<file path="config.mk">
export PLATFORM = sky130hd
export DESIGN_NAME = corg_exec_ctrl
export DESIGN_NICKNAME = d
export VERILOG_FILES = /design/src/rtl/corg_pkg.sv /design/src/rtl/corg_regfile.sv /design/src/rtl/corg_exec_ctrl.sv
export SDC_FILE = /design/constraint.sdc
export NUM_CORES = 1
export LEC_CHECK = 0
export CORE_ASPECT_RATIO = 0.8
export CORE_MARGIN = 3
export CORE_UTILIZATION = 55
export DETAILED_ROUTE_END_ITERATION = 10
export GPL_ROUTABILITY_DRIVEN = 0
export PLACE_DENSITY = 0.78
export SLEW_MARGIN = 20
export SYNTH_ARGS = -nofsm -noshare
export SYNTH_HDL_FRONTEND = slang
export SYNTH_SLANG_ARGS = --single-unit
</file>
<file path="constraint.sdc">
create_clock -name clk -period 2.9 [get_ports clk]
set_input_delay 0.58 -clock clk [delete_from_list [all_inputs] [get_ports clk]]
set_output_delay 0.58 -clock clk [all_outputs]
set_load 0.01 [all_outputs]
</file>
<file path="src/rtl/corg_pkg.sv">
// Shared constants and types for the corg execute control block.
// Also used by the external ALU for opcode decoding.
package corg_pkg;

  localparam int DATA_W = 16;
  localparam int REG_N  = 8;
  localparam int IMM_W  = 6;

  typedef enum logic [2:0] {
    ALU_ADD = 3'b000,
    ALU_AND = 3'b001,
    ALU_SUB = 3'b010,
    ALU_OR  = 3'b011,
    ALU_XOR = 3'b100,
    ALU_SLL = 3'b101,
    ALU_SLT = 3'b110,
    ALU_ILL = 3'b111
  } alu_op_e;

  typedef enum logic [1:0] {
    S_IDLE = 2'd0,
    S_READ = 2'd1,
    S_EXEC = 2'd2,
    S_WB   = 2'd3
  } state_e;

endpackage

</file>
<file path="src/rtl/corg_regfile.sv">
// Architectural register file: two operand read ports, one debug
// read port, one synchronous write port, R0 hardwired to zero.
module corg_regfile #(
  parameter int DATA_W = 16,
  parameter int REG_N  = 8
) (
  input  logic                     clk,
  input  logic                     rst,
  input  logic                     we,
  input  logic [$clog2(REG_N)-1:0] waddr,
  input  logic [DATA_W-1:0]        wdata,
  input  logic [$clog2(REG_N)-1:0] raddr_a,
  output logic [DATA_W-1:0]        rdata_a,
  input  logic [$clog2(REG_N)-1:0] raddr_b,
  output logic [DATA_W-1:0]        rdata_b,
  input  logic [$clog2(REG_N)-1:0] dbg_addr,
  output logic [DATA_W-1:0]        dbg_data
);

  logic [DATA_W-1:0] mem [REG_N];

  always_ff @(posedge clk) begin
    if (rst) begin
      for (int i = 0; i < REG_N; i++) mem[i] <= '0;
    end else if (we && waddr != '0) begin
      mem[waddr] <= wdata;
    end
  end

  assign rdata_a  = (raddr_a  == '0) ? '0 : mem[raddr_a];
  assign rdata_b  = (raddr_b  == '0) ? '0 : mem[raddr_b];
  assign dbg_data = (dbg_addr == '0) ? '0 : mem[dbg_addr];

endmodule

</file>
<file path="src/rtl/corg_exec_ctrl.sv">
// Multi-cycle execute controller: accept, read operands, run the
// external ALU, write back. One instruction every four cycles.
module corg_exec_ctrl
  import corg_pkg::*;
#(
  parameter int DATA_W = corg_pkg::DATA_W,
  parameter int REG_N  = corg_pkg::REG_N
) (
  input  logic                     clk,
  input  logic                     rst,
  input  logic                     in_valid,
  output logic                     in_ready,
  input  logic [2:0]               in_op,
  input  logic [$clog2(REG_N)-1:0] in_rd,
  input  logic [$clog2(REG_N)-1:0] in_rs,
  input  logic [$clog2(REG_N)-1:0] in_rt,
  input  logic                     in_use_imm,
  input  logic [IMM_W-1:0]         in_imm,
  output logic [2:0]               alu_op,
  output logic [DATA_W-1:0]        alu_a,
  output logic [DATA_W-1:0]        alu_b,
  input  logic [DATA_W-1:0]        alu_result,
  output logic                     wb_valid,
  output logic [$clog2(REG_N)-1:0] wb_rd,
  output logic [DATA_W-1:0]        wb_data,
  output logic                     err,
  input  logic [$clog2(REG_N)-1:0] dbg_addr,
  output logic [DATA_W-1:0]        dbg_data
);

  localparam int AW = $clog2(REG_N);

  state_e            state, state_nxt;
  alu_op_e           op_q, alu_op_q;
  logic [AW-1:0]     rd_q, rs_q, rt_q;
  logic              use_imm_q;
  logic [IMM_W-1:0]  imm_q;
  logic [DATA_W-1:0] a_q, b_q, res_q;
  logic [DATA_W-1:0] rs_data, rt_data;
  logic              rf_we;

  assign rf_we = (state == S_WB) && (op_q != ALU_ILL);

  corg_regfile #(
    .DATA_W(DATA_W),
    .REG_N (REG_N)
  ) u_rf (
    .clk     (clk),
    .rst     (rst),
    .we      (rf_we),
    .waddr   (rd_q),
    .wdata   (res_q),
    .raddr_a (rs_q),
    .rdata_a (rs_data),
    .raddr_b (rt_q),
    .rdata_b (rt_data),
    .dbg_addr(dbg_addr),
    .dbg_data(dbg_data)
  );

  always_ff @(posedge clk) begin
    if (rst) begin
      state     <= S_IDLE;
      op_q      <= ALU_ADD;
      alu_op_q  <= ALU_ADD;
      rd_q      <= '0;
      rs_q      <= '0;
      rt_q      <= '0;
      use_imm_q <= 1'b0;
      imm_q     <= '0;
      a_q       <= '0;
      b_q       <= '0;
      res_q     <= '0;
    end else begin
      state <= state_nxt;
      if (state == S_IDLE && in_valid) begin
        op_q      <= alu_op_e'(in_op);
        rd_q      <= in_rd;
        rs_q      <= in_rs;
        rt_q      <= in_rt;
        use_imm_q <= in_use_imm;
        imm_q     <= in_imm;
      end
      if (state == S_READ) begin
        a_q      <= rs_data;
        b_q      <= use_imm_q
                  ? {{(DATA_W-IMM_W){1'b0}}, imm_q}
                  : rt_data;
        alu_op_q <= op_q;
      end
      if (state == S_EXEC) res_q <= alu_result;
    end
  end

  // Writeback strobes are masked by rst so an aborted WB never shows.
  always_comb begin
    state_nxt = state;
    in_ready  = 1'b0;
    wb_valid  = 1'b0;
    err       = 1'b0;
    unique case (state)
      S_IDLE: begin
        in_ready = 1'b1;
        if (in_valid) state_nxt = S_READ;
      end
      S_READ: state_nxt = S_EXEC;
      S_EXEC: state_nxt = S_WB;
      S_WB: begin
        wb_valid  = !rst && (op_q != ALU_ILL);
        err       = !rst && (op_q == ALU_ILL);
        state_nxt = S_IDLE;
      end
    endcase
  end

  assign alu_op  = alu_op_q;
  assign alu_a   = a_q;
  assign alu_b   = b_q;
  assign wb_rd   = rd_q;
  assign wb_data = res_q;

endmodule

</file>
==> results of run 1 <==
-- cells by family after synthesis --
group           Yosys count  synth area share
fa+ha+maj                 5           0.00595
mux                     180             0.196
buf+inv                  87            0.0449
compound gates          155             0.108
flops                   206             0.514
simple gates            236             0.131
other cells               1          0.000357
-- worst reg2reg max path: stages, from the launching register on --
cell and delay, ns:
sky130_fd_sc_hd__dfxtp_1 0.40, sky130_fd_sc_hd__ha_1 0.17, sky130_fd_sc_hd__nand2b_1 0.19, sky130_fd_sc_hd__buf_4 0.25
sky130_fd_sc_hd__nor4b_4 0.28, sky130_fd_sc_hd__or2_2 0.45
-- registers in the layout (all words and copies together) (netlist names), 6 cells and up, named ones only --
register and cells:
wb_data 16, alu_a 16, u_rf.mem 128, alu_b 16
imm_q 6
-- worst max path at each step --
stage / start / end / slack, ns / depth (start not counted)
2_1_floorplan: dbg_addr[0] / dbg_data[15] / 0.69 / 5
3_3_place_gp: dbg_addr[1] / dbg_data[5] / -0.25 / 7
3_5_place_dp: dbg_addr[1] / dbg_data[7] / -0.31 / 7
4_1_cts: dbg_addr[1] / dbg_data[14] / 0.0002 / 7
5_1_grt: dbg_addr[1] / dbg_data[13] / 0.001 / 7
6_report: dbg_addr[1] / dbg_data[13] / 0.06 / 7
-- cell type report --
type / instances / area (um^2) / area share
well taps: 253 / 317 / 0.0246
flip-flops and latches: 206 / 5410 / 0.421
clock inverters: 11 / 124 / 0.00964
repair buffers: 157 / 1590 / 0.124
multi-input cells: 592 / 4720 / 0.367
clock buffers: 29 / 632 / 0.0492
inverters: 17 / 63.8 / 0.00496
-- through the flow --
stage          area [um^2]  TNS (ns)  hold slack, ns  setup WS, ns
2_1_floorplan        10600         0           0.436         0.690
3_3_place_gp         12000     -3.14           0.439        -0.248
3_5_place_dp         12000     -3.51           0.442        -0.309
4_1_cts              12800         0           0.456      0.000172
5_1_grt              12900         0           0.477       0.00125
6_report             12900         0           0.451        0.0553
-- power breakdown --
part	internal, W	leakage, nW	switching [W]
Clock	0.00173	0.365	0.00119
Combinational	0.000950	2.34	0.00108
Sequential	0.00336	1.95	0.000312
-- routing by layer --
layer / wire (um) / vias to the layer above / track usage
li1: - / 3469 / -
met1: 12800 / 3732 / 0.423
met3: 3870 / 75 / 0.0885
met4: 772 / 0 / 0.0852
met5: 0 / - / 0
met2: 12000 / 468 / 0.381
-- cell usage in the layout, fill, tap and decap left out, types with 26 or more instances in the layout --
cell	Yosys	layout
sky130_fd_sc_hd__a21oi_1	34	34
sky130_fd_sc_hd__mux2_2	47	47
sky130_fd_sc_hd__dfxtp_1	78	76
sky130_fd_sc_hd__and2_1	115	115
sky130_fd_sc_hd__a22o_1	27	27
sky130_fd_sc_hd__mux2i_1	117	117
sky130_fd_sc_hd__clkdlybuf4s50_1	0	96
sky130_fd_sc_hd__nand2_1	57	57
sky130_fd_sc_hd__buf_4	18	34
sky130_fd_sc_hd__nor2_1	27	26
sky130_fd_sc_hd__edfxtp_1	128	128
-- timing repair --
| item | CTS | global route |
|---|---|---|
| hold buffers | 0 | 0 |
| resized for setup | 13 | 7 |
| cloned | 2 | 0 |
| setup endpoints to repair | 16 | 7 |
| setup buffers | 1 | 0 |
==> impl_metrics.prom, run 1 <==
# TYPE chip_impl_metric gauge
chip_impl_metric{name="r2r_cells",unit=""} 5
chip_impl_metric{name="fill_cells",unit=""} 1314
chip_impl_info{name="timing.rr.end",value="u_rf.mem[5][9]"} 1
chip_impl_info{name="rsz0062_at_grt",value="no"} 1
chip_impl_metric{name="relSlewSlack",unit=""} 0.372
chip_impl_info{name="crit_slowest_cell",value="sky130_fd_sc_hd__clkdlybuf4s50_1"} 1
chip_impl_metric{name="grt_start_max_net_pins",unit=""} 45
chip_impl_metric{name="post_synthesis_cell_type_count",unit=""} 41
chip_impl_metric{name="remaining_global_route_overflow",unit=""} 0
chip_impl_metric{name="cts_max_path_buffers",unit=""} 3
chip_impl_metric{name="ctsHtreeMaxLevel",unit=""} 1
chip_impl_metric{name="grt_first_pass_wirelength",unit="mm"} 44.7
chip_impl_metric{name="drv.max_cap_violation_count",unit=""} 0
chip_impl_metric{name="diodes",unit=""} 0
chip_impl_metric{name="clk_transition_reported_paths",unit="ns"} 0.06
chip_impl_metric{name="numPlacedInstances",unit=""} 1222
chip_impl_info{name="hold_path.startpoint",value="alu_a[0]"} 1
chip_impl_info{name="synth_flop_cell",value="sky130_fd_sc_hd__edfxtp_1"} 1
chip_impl_metric{name="final_hpwl_from_detailed_placement",unit="mm"} 20.2
chip_impl_metric{name="synth_sequential_area_ratio",unit=""} 0.514
chip_impl_metric{name="drt-initial-drc-count",unit=""} 830
chip_impl_metric{name="design.portCount",unit=""} 114
chip_impl_metric{name="utilization_of_the_core_after_routing",unit=""} 0.697
chip_impl_metric{name="drt.antenna.violating_nets",unit=""} 0
chip_impl_metric{name="p_total",unit="W"} 0.00862
chip_impl_metric{name="total_leakage_power",unit="nW"} 4.65
chip_impl_metric{name="crit_path_max_incr_delay",unit="ns"} 0.50
chip_impl_metric{name="setup_viol",unit=""} 0
chip_impl_metric{name="drive_above_1_share",unit=""} 0.169
chip_impl_metric{name="cts_num_sinks",unit=""} 206
chip_impl_info{name="tritoncts",value="yes"} 1
chip_impl_metric{name="regToRegSetupSlack",unit="ns"} 0.79
chip_impl_metric{name="routed_via_density",unit=""} 6.12
chip_impl_info{name="path_delay_family",value="buffers and inverters"} 1
chip_impl_metric{name="timing.critical_path.fanout_max",unit=""} 8
chip_impl_metric{name="holdPathStages",unit=""} 2
chip_impl_metric{name="antenna_violations_before_repair",unit=""} 0
chip_impl_metric{name="synth_seq_cells",unit=""} 206
chip_impl_metric{name="hold_violations",unit=""} 0
chip_impl_metric{name="power-per-cell-area",unit="nW/um^2"} 671
chip_impl_metric{name="firstDrtPassIters",unit=""} 5
chip_impl_metric{name="synthArstFlopShare",unit=""} 0
chip_impl_info{name="min_path_type",value="reg -> reg"} 1
chip_impl_info{name="critical_path.cell_chain",value="clkdlybuf4s15_2, buf_12, nor2b_2, buf_4, a221oi_1, a21oi_1, clkdlybuf4s50_1"} 1
chip_impl_metric{name="max_vdd_drop",unit="V"} 0.000656
chip_impl_metric{name="route.vias.total",unit=""} 7744
chip_impl_metric{name="rows",unit=""} 44
chip_impl_metric{name="worstMarginPinSlew",unit="ns"} 0.941
chip_impl_info{name="clock-root-buffer",value="sky130_fd_sc_hd__clkbuf_16"} 1
chip_impl_metric{name="final_nets",unit=""} 1042
chip_impl_info{name="outcome",value="completed"} 1
chip_impl_metric{name="worst_skew_pair.late_latency",unit="ns"} 0.51
chip_impl_info{name="critical_path.endpoint_type",value="output pin"} 1
chip_impl_metric{name="netlist_area",unit="um^2"} 10500
chip_impl_info{name="yosys-top-cells-count",value="128 x sky130_fd_sc_hd__edfxtp_1, 117 x sky130_fd_sc_hd__mux2i_1, 115 x sky130_fd_sc_hd__and2_1"} 1
chip_impl_metric{name="floorplan.die_area",unit="um^2"} 20800
chip_impl_metric{name="core_area",unit="um^2"} 18400
chip_impl_metric{name="track_usage",unit=""} 0.279
chip_impl_metric{name="critical_path_data_arrival_time",unit="ns"} 2.26
chip_impl_metric{name="drv_slew",unit=""} 0
chip_impl_metric{name="finish.cell_count_without_fillers",unit=""} 1265
chip_impl_info{name="rr_startpoint",value="state[0]"} 1
chip_impl_metric{name="worstPathBufferInverterCount",unit=""} 4
chip_impl_metric{name="syn_avg_cell_area",unit="um^2"} 12.1
chip_impl_metric{name="synthesis.instances",unit=""} 870
chip_impl_metric{name="synth_edf_count",unit=""} 128
chip_impl_metric{name="max_freq",unit="MHz"} 352
chip_impl_metric{name="areaGrowthSynthToFinish",unit="%"} 22.2
chip_impl_metric{name="cts_buffers",unit=""} 22
chip_impl_info{name="startpoint_type",value="primary input"} 1
chip_impl_metric{name="critical_path_required",unit="ns"} 2.32
chip_impl_metric{name="wl_per_instance",unit="um"} 23.2
chip_impl_metric{name="min_period_over_period",unit=""} 0.981
chip_impl_metric{name="die-height",unit="um"} 130
chip_impl_metric{name="drc",unit=""} 0
chip_impl_info{name="yosysMostFrequentCell",value="sky130_fd_sc_hd__edfxtp_1"} 1
chip_impl_metric{name="initial_core_util",unit=""} 0.570
chip_impl_metric{name="port_buffers",unit=""} 113
chip_impl_info{name="timing.setup.critical_path_class",value="in -> out"} 1
chip_impl_metric{name="synth_largest_type_area_fraction",unit=""} 0.365
chip_impl_info{name="min_to",value="alu_a[0]"} 1
chip_impl_info{name="post-synth-top-area-cell",value="sky130_fd_sc_hd__edfxtp_1"} 1
chip_impl_metric{name="first_global_vias",unit=""} 7411
chip_impl_metric{name="yosysWarningCount",unit=""} 0
chip_impl_metric{name="skew",unit="ns"} 0.0127
chip_impl_metric{name="min_period",unit="ns"} 2.84
chip_impl_info{name="ys_top_cells_by_area",value="sky130_fd_sc_hd__edfxtp_1 37%, sky130_fd_sc_hd__dfxtp_1 15%, sky130_fd_sc_hd__mux2i_1 11%"} 1
chip_impl_metric{name="die_x",unit="um"} 161
chip_impl_metric{name="postRouteWirelength",unit="mm"} 29.4
(Power assumes the default switching activity.)
==> run 2: changes to the inputs <==
--- a/config.mk
+++ b/config.mk
@@ -6,7 +6,7 @@
 export NUM_CORES = 1
 export LEC_CHECK = 0
 export CORE_ASPECT_RATIO = 0.8
-export CORE_MARGIN = 3
+export CORE_MARGIN = 2
 export CORE_UTILIZATION = 55
 export DETAILED_ROUTE_END_ITERATION = 10
 export GPL_ROUTABILITY_DRIVEN = 0
==> constraint.sdc (replaced) <==
create_clock -name clk -period 3.5 [get_ports clk]
set_input_delay 0.7 -clock clk [delete_from_list [all_inputs] [get_ports clk]]
set_output_delay 0.7 -clock clk [all_outputs]
set_load 0.01 [all_outputs]
==> impl_metrics.prom, run 2 (same netlist as run 1, synthesis figures left out) <==
# TYPE chip_impl_metric gauge
chip_impl_metric{name="drv_slew",unit=""} 0
chip_impl_metric{name="drt.antenna.violating_nets",unit=""} 0
chip_impl_metric{name="regToRegSetupSlack",unit="ns"} 1.12
chip_impl_metric{name="critical_path_required",unit="ns"} 2.80
chip_impl_metric{name="diodes",unit=""} 0
chip_impl_metric{name="die-height",unit="um"} 128
chip_impl_info{name="largest-register",value="u_rf.mem"} 1
chip_impl_metric{name="drive_above_1_share",unit=""} 0.152
chip_impl_metric{name="ctsHtreeMaxLevel",unit=""} 1
chip_impl_info{name="rr_startpoint",value="state[0]"} 1
chip_impl_metric{name="final_nets",unit=""} 1027
chip_impl_metric{name="port_buffers",unit=""} 113
chip_impl_metric{name="setup_viol",unit=""} 0
chip_impl_metric{name="clk_transition_reported_paths",unit="ns"} 0.06
chip_impl_metric{name="worstPathBufferInverterCount",unit=""} 4
chip_impl_metric{name="worstMarginPinSlew",unit="ns"} 0.984
chip_impl_metric{name="track_usage",unit=""} 0.274
chip_impl_metric{name="antenna_violations_before_repair",unit=""} 0
chip_impl_metric{name="drv.max_cap_violation_count",unit=""} 0
chip_impl_info{name="critPathMostFrequentCell",value="sky130_fd_sc_hd__clkdlybuf4s50_1"} 1
chip_impl_metric{name="final_hpwl_from_detailed_placement",unit="mm"} 19.1
chip_impl_metric{name="r2r_cells",unit=""} 5
chip_impl_metric{name="place_ws",unit="ns"} -0.0751
chip_impl_info{name="critical_path.endpoint_type",value="output pin"} 1
chip_impl_metric{name="max_vdd_drop",unit="V"} 0.000425
chip_impl_metric{name="remaining_global_route_overflow",unit=""} 0
chip_impl_info{name="timing.setup.critical_path_class",value="in -> out"} 1
chip_impl_metric{name="dpl-instance-area",unit="um^2"} 11900
chip_impl_metric{name="die_x",unit="um"} 159
chip_impl_metric{name="relSlewSlack",unit=""} 0.344
chip_impl_metric{name="min_period",unit="ns"} 3.43
chip_impl_metric{name="wl_per_instance",unit="um"} 21.9
chip_impl_metric{name="max_reg_flops",unit=""} 128
chip_impl_metric{name="timing.critical_path.fanout_max",unit=""} 15
chip_impl_metric{name="max_freq",unit="MHz"} 292
chip_impl_metric{name="holdPathStages",unit=""} 2
chip_impl_info{name="critical_path.cell_chain",value="clkdlybuf4s50_1, buf_12, nor2b_1, buf_4, a22oi_1, o21ai_0, clkdlybuf4s50_1"} 1
chip_impl_metric{name="crit_path_max_incr_delay",unit="ns"} 0.60
chip_impl_metric{name="route.vias.total",unit=""} 7448
chip_impl_info{name="rsz0062_at_grt",value="no"} 1
chip_impl_metric{name="cts_max_path_buffers",unit=""} 3
chip_impl_metric{name="design.portCount",unit=""} 114
chip_impl_info{name="hold_path.startpoint",value="alu_a[6]"} 1
chip_impl_metric{name="post-cts-setup-buffers",unit=""} 0
chip_impl_metric{name="grt_first_pass_wirelength",unit="mm"} 42.0
chip_impl_metric{name="cts_buffers",unit=""} 22
chip_impl_info{name="min_path_type",value="reg -> reg"} 1
chip_impl_metric{name="design_area",unit="um^2"} 12700
chip_impl_metric{name="total_leakage_power",unit="nW"} 4.54
chip_impl_metric{name="drt-initial-drc-count",unit=""} 824
chip_impl_info{name="min_to",value="alu_a[6]"} 1
chip_impl_info{name="crit_slowest_cell",value="sky130_fd_sc_hd__clkdlybuf4s50_1"} 1
chip_impl_metric{name="utilization_of_the_core_after_routing",unit=""} 0.671
chip_impl_metric{name="power-per-cell-area",unit="nW/um^2"} 558
chip_impl_metric{name="routed_via_density",unit=""} 5.93
chip_impl_info{name="outcome",value="completed"} 1
chip_impl_info{name="mostFrequentLayoutCells",value="128 x sky130_fd_sc_hd__edfxtp_1, 117 x sky130_fd_sc_hd__mux2i_1, 115 x sky130_fd_sc_hd__and2_1"} 1
chip_impl_metric{name="critical_path_data_arrival_time",unit="ns"} 2.73
chip_impl_metric{name="core_area",unit="um^2"} 18900
chip_impl_metric{name="skew",unit="ns"} 0.0109
chip_impl_metric{name="grt_start_max_net_pins",unit=""} 72
chip_impl_metric{name="worst_skew_pair.late_latency",unit="ns"} 0.50
chip_impl_info{name="tritoncts",value="yes"} 1
chip_impl_metric{name="drc",unit=""} 0
chip_impl_metric{name="postRouteWirelength",unit="mm"} 27.5
chip_impl_info{name="startpoint_type",value="primary input"} 1
chip_impl_info{name="path_delay_family",value="buffers and inverters"} 1
chip_impl_metric{name="postLayoutSetupSlackWorst",unit="ns"} 0.0731
chip_impl_metric{name="areaGrowthSynthToFinish",unit="%"} 20.4
chip_impl_metric{name="rows",unit=""} 45
chip_impl_metric{name="min_period_over_period",unit=""} 0.979
chip_impl_metric{name="initial_core_util",unit=""} 0.558
chip_impl_info{name="timing.rr.end",value="u_rf.mem[3][10]"} 1
chip_impl_info{name="most_common_library_cell_in_the_layout_ignoring_fill_and_taps",value="sky130_fd_sc_hd__edfxtp_1"} 1
chip_impl_metric{name="cts_num_sinks",unit=""} 206
chip_impl_metric{name="first_global_vias",unit=""} 7283
chip_impl_metric{name="floorplan.die_area",unit="um^2"} 20300
chip_impl_metric{name="firstDrtPassIters",unit=""} 5
chip_impl_info{name="clock-root-buffer",value="sky130_fd_sc_hd__clkbuf_16"} 1
chip_impl_metric{name="hold_violations",unit=""} 0
run 2: per-stage QoR:
stage / cells / setup TNS (ns) / power [W] / hold WS, ns
2_1_floorplan: 885 / 0 / 0.00405 / 0.436
3_3_place_gp: 1215 / 0 / 0.00465 / 0.440
3_5_place_dp: 1215 / -0.0751 / 0.00469 / 0.443
4_1_cts: 1255 / 0 / 0.00706 / 0.457
5_1_grt: 1255 / 0 / 0.00733 / 0.474
6_report: 1255 / 0 / 0.00706 / 0.451
run 2: repair_timing:
item                       CTS  global route
gates cloned                 0             0
resized for setup            2             7
setup endpoints to repair    1             7
hold buffers                 0             0
run 2: final cells by class:
cell class                      count  area, um^2
Fill cell                        1430        6200
Sequential cell                   206        5410
Multi-Input combinational cell    592        4710
Timing Repair Buffer              142        1410
Clock buffer                       29         638
Tap cell                          258         323
Clock inverter                     11         110
Inverter                           17        63.8
run 2: routing by layer:
metal / part of all wire / wire length [um] / up-vias / track usage
met5: 0 / 0 / - / 0
li1: - / - / 3424 / -
met3: 0.13 / 3540 / 41 / 0.100
met4: 0.024 / 667 / 0 / 0.0742
met1: 0.44 / 12100 / 3588 / 0.408
met2: 0.41 / 11200 / 395 / 0.375
run 2: worst register-to-register path, stage by stage, from the launching register on:
cell and delay, ns:
sky130_fd_sc_hd__dfxtp_1 0.38, sky130_fd_sc_hd__ha_1 0.17, sky130_fd_sc_hd__nand2b_1 0.36, sky130_fd_sc_hd__nor4b_4 0.36, sky130_fd_sc_hd__buf_4 0.26, sky130_fd_sc_hd__or2_2 0.47
run 2: power breakdown:
part	internal [W]	total, W	leakage (nW)	switching, W
sequential	0.00279	0.00308	1.95	0.000291
combinational	0.000765	0.00159	2.22	0.000829
clock	0.00143	0.00239	0.373	0.000960
run 2: worst max path at each step:
stage          slack [ns]        start      endpoint  cells after the start
3_3_place_gp         0.07  dbg_addr[1]  dbg_data[13]                      7
2_1_floorplan        1.05  dbg_addr[0]  dbg_data[15]                      5
4_1_cts              0.02  dbg_addr[1]  dbg_data[12]                      7
3_5_place_dp        -0.08  dbg_addr[1]   dbg_data[9]                      7
5_1_grt              0.02  dbg_addr[1]   dbg_data[5]                      7
6_report             0.07  dbg_addr[1]  dbg_data[15]                      7
